## config.mk

```make
export PLATFORM = sky130hd
export DESIGN_NAME = irq_source_ctrl
export DESIGN_NICKNAME = d
export VERILOG_FILES = /design/src/rtl/irq_source_ctrl_pkg.sv /design/src/rtl/irq_source_ctrl_sync_edge.sv /design/src/rtl/irq_source_ctrl.sv
export SDC_FILE = /design/constraint.sdc
export NUM_CORES = 1
export LEC_CHECK = 0
export ABC_AREA = 0
export CORE_MARGIN = 4
export CORE_UTILIZATION = 48
export CTS_BUF_LIST = sky130_fd_sc_hd__clkbuf_16
export DETAILED_ROUTE_END_ITERATION = 8
export PLACE_DENSITY_LB_ADDON = 0.08
export SETUP_SLACK_MARGIN = 0.1
export SLEW_MARGIN = 20
export SYNTH_ARGS = -nofsm -noshare
export SYNTH_HDL_FRONTEND = slang
export SYNTH_SLANG_ARGS = --single-unit
export TNS_END_PERCENT = 50
```

## constraint.sdc

```tcl
create_clock -name clk -period 2.1 [get_ports clk]
set_input_delay 0.315 -clock clk [delete_from_list [all_inputs] [get_ports clk]]
set_output_delay 0.315 -clock clk [all_outputs]
set_load 0.01 [all_outputs]
```

## src/rtl/irq_source_ctrl_pkg.sv

```systemverilog
// irq_source_ctrl_pkg
// Shared definitions for the interrupt source controller.
//   IRQ_ID_W    : width of the claimed-line index (fixed at 3 bits)
//   MAX_IRQ     : largest supported number of interrupt lines
//   ST_*        : 2-bit encoding of the request/service FSM states
//   lowest_set  : fixed-priority encoder, the lowest set index wins
package irq_source_ctrl_pkg;

    localparam int IRQ_ID_W = 3;
    localparam int MAX_IRQ  = 8;

    localparam logic [1:0] ST_IDLE    = 2'd0;
    localparam logic [1:0] ST_REQ     = 2'd1;
    localparam logic [1:0] ST_SERVICE = 2'd2;
    localparam logic [1:0] ST_RETURN  = 2'd3;

    // Scans from the top down so that the last (lowest) set bit is the one kept.
    // An all-zero vector yields 0; callers only use the result when some bit is set.
    function automatic logic [IRQ_ID_W-1:0] lowest_set(input logic [MAX_IRQ-1:0] vec);
        logic [IRQ_ID_W-1:0] idx;
        idx = '0;
        for (int i = MAX_IRQ - 1; i >= 0; i--) begin
            if (vec[i]) begin
                idx = IRQ_ID_W'(i);
            end
        end
        return idx;
    endfunction

endpackage

```

## src/rtl/irq_source_ctrl_sync_edge.sv

```systemverilog
// irq_sync_edge
// Brings one asynchronous interrupt line into the clk domain through a
// two-flop synchronizer and flags a rising edge using a third flop.
// Ports:
//   clk       : system clock
//   nrst      : synchronous active-low reset
//   irq_async : raw external interrupt line
//   rise      : one-cycle pulse when a synchronized 0->1 transition is seen
module irq_sync_edge (
    input  logic clk,
    input  logic nrst,
    input  logic irq_async,
    output logic rise
);

    logic meta;
    logic sync;
    logic prev;
    logic [2:0] fill;

    // fill tracks how far genuine post-reset samples have travelled down the
    // pipeline. Until prev holds a real sample its reset value of 0 is
    // meaningless, so a line held high through reset must not look like an edge.
    always_ff @(posedge clk) begin
        if (!nrst) begin
            meta <= 1'b0;
            sync <= 1'b0;
            prev <= 1'b0;
            fill <= 3'b000;
        end else begin
            meta <= irq_async;
            sync <= meta;
            prev <= sync;
            fill <= {fill[1:0], 1'b1};
        end
    end

    assign rise = fill[2] & sync & ~prev;

endmodule

```

## src/rtl/irq_source_ctrl.sv

```systemverilog
// irq_source_ctrl
// Collects rising edges on N_IRQ external interrupt lines into a pending
// register, selects the lowest-index pending and enabled line, and runs a
// simple non-nesting request/service handshake with the interrupt controller.
// Ports:
//   clk              : system clock, all state updates on the rising edge
//   nrst             : synchronous active-low reset
//   irq_in           : asynchronous interrupt lines, rising-edge sensitive
//   mask_we          : write strobe for the enable mask
//   mask_wdata       : new enable mask (1 = enabled)
//   sel_ISR          : controller has entered the ISR for the current request
//   ret_ISR          : controller is returning from the ISR
//   interrupt_signal : active-low request, low only while a request is open
//   irq_id           : index of the claimed or in-service line
//   irq_pending      : pending edge register
//   irq_mask         : current enable mask
//   in_service       : high while an ISR is being serviced
module irq_source_ctrl
    import irq_source_ctrl_pkg::*;
#(
    parameter int N_IRQ = 8
) (
    input  logic                clk,
    input  logic                nrst,
    input  logic [N_IRQ-1:0]    irq_in,
    input  logic                mask_we,
    input  logic [N_IRQ-1:0]    mask_wdata,
    input  logic                sel_ISR,
    input  logic                ret_ISR,
    output logic                interrupt_signal,
    output logic [IRQ_ID_W-1:0] irq_id,
    output logic [N_IRQ-1:0]    irq_pending,
    output logic [N_IRQ-1:0]    irq_mask,
    output logic                in_service
);

    logic [N_IRQ-1:0]    rise;
    logic [N_IRQ-1:0]    active;
    logic [MAX_IRQ-1:0]  active_ext;
    logic [IRQ_ID_W-1:0] winner;
    logic [N_IRQ-1:0]    claim_clr;
    logic [1:0]          state;
    logic [1:0]          state_next;
    logic                start_req;
    logic                claim;
    logic                finish;

    for (genvar g = 0; g < N_IRQ; g++) begin : g_line
        irq_sync_edge u_sync_edge (
            .clk       (clk),
            .nrst      (nrst),
            .irq_async (irq_in[g]),
            .rise      (rise[g])
        );
    end

    // Zero-extending to the full 8-bit priority width means lines that do not
    // exist can never win arbitration.
    assign active     = irq_pending & irq_mask;
    assign active_ext = MAX_IRQ'(active);
    assign winner     = lowest_set(active_ext);

    assign start_req = (state == ST_IDLE)   && (active != '0);
    assign claim     = (state == ST_REQ)    && sel_ISR;
    assign finish    = (state == ST_RETURN) && !ret_ISR;

    always_comb begin
        claim_clr = '0;
        for (int i = 0; i < N_IRQ; i++) begin
            claim_clr[i] = claim && (irq_id == IRQ_ID_W'(i));
        end
    end

    // Once raised, a request is not withdrawn even if its line is masked;
    // it simply waits for sel_ISR.
    always_comb begin
        state_next = state;
        case (state)
            ST_IDLE:    if (start_req) state_next = ST_REQ;
            ST_REQ:     if (sel_ISR)   state_next = ST_SERVICE;
            ST_SERVICE: if (ret_ISR)   state_next = ST_RETURN;
            ST_RETURN:  if (!ret_ISR)  state_next = ST_IDLE;
            default:                   state_next = ST_IDLE;
        endcase
    end

    always_ff @(posedge clk) begin
        if (!nrst) begin
            state      <= ST_IDLE;
            irq_id     <= '0;
            in_service <= 1'b0;
        end else begin
            state <= state_next;
            if (start_req) begin
                irq_id <= winner;
            end
            if (claim) begin
                in_service <= 1'b1;
            end else if (finish) begin
                in_service <= 1'b0;
            end
        end
    end

    // A fresh edge on the line being claimed in the same cycle keeps it
    // pending, because the set term is applied after the clear.
    always_ff @(posedge clk) begin
        if (!nrst) begin
            irq_pending <= '0;
            irq_mask    <= '0;
        end else begin
            irq_pending <= (irq_pending & ~claim_clr) | rise;
            if (mask_we) begin
                irq_mask <= mask_wdata;
            end
        end
    end

    assign interrupt_signal = (state != ST_REQ);

endmodule

```

==> metrics <==
number of synthesized register bits a little under 50; GRT Total Usage 0.158; met3 track demand over resource 0.0652; register area share after synthesis 0.544; leakage power total about 0.94 nW; Iteration-0 DRC Markers 68; arrival time worst endpoint around 1.6 ns; warning count from the yosys run 0; max-slew violation total from the final report 0; unrepaired setup endpoints after global routing no; area share of the leading cell type in the synthesized netlist 0.544; number of nets produced by synthesis between 150 and 200; Hold Crit Start g_line[1].u_sync_edge.meta; status finished, final reports clean; async set-reset flop share out of synthesis 0; die span in y 69.3 µm; start point of the critical path state[1]; Rows 21; most instantiated library cell after synthesis dfxtp_1; GRT overflow 0; Total Wirelength ~3500 µm; antenna violations before repair 0; Worst Reg2Reg Path Length in Cells 6; setup TNS after final layout 0 ns; final setup fails 0; horizontal die dimension about 69 µm; clock latency on the worst-skew pair around 0.29 ns; GR Layer Usage met1 0.179; vias per std cell between 5 and 6; Critical Path Fanout Max 5; cell area after technology mapping approximately 1800 µm²; top cells by instance count after synthesis dfxtp_1, and2_1, a21oi_1; Register-to-Register Setup Slack approximately 0.30 ns; count of flip-flops with a built-in enable after synthesis 0; Slew HR 0.679; vias in the first global route approximately 1400; clock tree from TritonCTS yes; post-cts gate resize count 0; routing usage on met2 0.257; number of levels in the clock H-tree 2; Clock transition at path regs roughly 0.070 ns; final antenna-violating net count 0; cell at the root of the clock tree clkbuf_16; residual DRC count 0; hold-critical path endpoint g_line[1].u_sync_edge.sync; required time of the worst setup path approximately 1.8 ns; endpoint of the worst-slack reg-to-reg timing path state[1]; worst slack at placement ~0.11 ns; I/O pin total 42; core area roughly 3500 µm²; highest ir drop seen on vdd 0.000702 V; final routed wire length divided by cell count between 10 and 15 µm; Fill cells about 270; kind of end point of the critical path primary output; power density normalized to cell area around 860 nW/µm²; CTS hold repair buffers 0; final RePlAce weighted congestion 0.928; Final Hold Viols 0; area growth from synthesis to layout 33.9%; Min-Delay Path Depth 1; footprint of the flip-flops and latches around 980 µm²; layout cell share with drive strength beyond 1 0.0776; PnR worst setup slack 0.173 ns; full die area 4800 µm²; actual slew at the worst max-slew pin 0.481 ns; top_reg_cell synth dfxtp_1; GRT Max-Usage Layer met2; type of the worst setup path flop to primary output; Avg Inst Size Synth approximately 10 µm²; min Tclk post-route between 1.5 and 2 ns; cells taking the most area after synthesis dfxtp_1, and2_1, mux2i_1; Fin Clk Skew ~0.0082 ns; wire length of the first global-routing pass 6190 µm; number of buffer cells added on primary ports 41; net total in the final layout 243; vias after detailed routing roughly 1400; number of antenna cells inserted 0; post-CTS setup buffer count 0; library cell with the largest summed area after synthesis dfxtp_1; number of clock buffers inserted by TritonCTS 5; HPWL after detailed placement about 2700 µm; crit start category flop; reg2reg start state[0]; fraction of the cycle the final worst path needs 0.917; Hold WC Path Type flop to flop; count of different cell masters after synthesis 33; sink count of the clock tree 49; maximum number of pins on one net before global-route repair 28; maxcap violations 0; 1st-pass router iterations 4; total power consumption of the routed design around 2.1 mW; Initial Util 0.519; Clock Tree Buf Depth 2; area taken by multi-input logic gates between 700 and 800 µm²; FMAX just over 500 MHz; gate count after technology mapping 174
logic make-up after synthesis:
group / synth area share
AO/OA/AOI/OAI: 0.141
buffers and inverters: 0.0271
multiplexers: 0.0500
flip-flops: 0.544
adder cells (fa/ha/maj): 0.0278
AND/OR/NAND/NOR: 0.210
worst max-delay path, cell delays in order, from the launching register on:
cell	delay [ns]
dfxtp_1	0.40
inv_1	0.08
ha_1	0.21
inv_1	0.09
clkdlybuf4s50_1	0.54
power breakdown:
| part | internal (mW) | switching [mW] |
|---|---|---|
| Clock | 0.447 | 0.338 |
| Sequential | 0.977 | 0.0364 |
| Combinational | 0.143 | 0.131 |
state kept, by name (all words and copies together) (netlist names):
name,flops
g_line.u_sync_edge.fill,3
g_line.u_sync_edge.sync,8
g_line.u_sync_edge.meta,8
irq_pending,8
irq_mask,8
g_line.u_sync_edge.prev,8
state,2
irq_id,3
in_service,1
per-stage QoR:
| step | hold WS, ns | instance area, µm² | util | cells |
|---|---|---|---|---|
| global route | 0.443 | 2410 | 0.696 | 265 |
| floorplan | 0.343 | 1800 | - | 174 |
| detailed placement | 0.419 | 2260 | 0.652 | 257 |
| finish | 0.432 | 2410 | 0.696 | 265 |
| CTS | 0.436 | 2410 | 0.696 | 265 |
| global placement | 0.414 | 2260 | 0.652 | 257 |
cells in the final DEF, fill, tap and decap left out, drive strengths merged, types with 2 or more instances in the layout:
master	count
o31ai	3
nor2	10
ha	4
clkinv	2
a22oi	4
inv	7
nor3	2
nand2	9
buf	2
clkdlybuf4s50	41
a32o	2
and4	2
nand3	2
mux2i	9
dfxtp	49
a21oi	12
and2	26
nand2b	2
o41ai	2
nand3b	8
clkbuf	5
o21ai	5
per-layer routing:
metal | part of all wire | vias to the layer above
met5 | 0 | -
met4 | 0.020 | 0
met3 | 0.067 | 8
met2 | 0.48 | 47
met1 | 0.43 | 622
li1 | - | 694
how the worst max path moves through the flow:
stage | to | slack (ns)
finish | interrupt_signal | 0.17
global route | interrupt_signal | 0.12
CTS | interrupt_signal | 0.16
detailed placement | state[1] | 0.11
global placement | state[1] | 0.20
floorplan | state[1] | 0.47
final cells by class:
class | count | share of cell area
sequential | 49 | 0.407
multi-input combinational | 112 | 0.320
timing repair buffer | 43 | 0.176
clock buffer | 5 | 0.0519
tap | 46 | 0.0239
inverter | 7 | 0.0109
clock inverter | 3 | 0.0104
(Power assumes the default switching activity.)
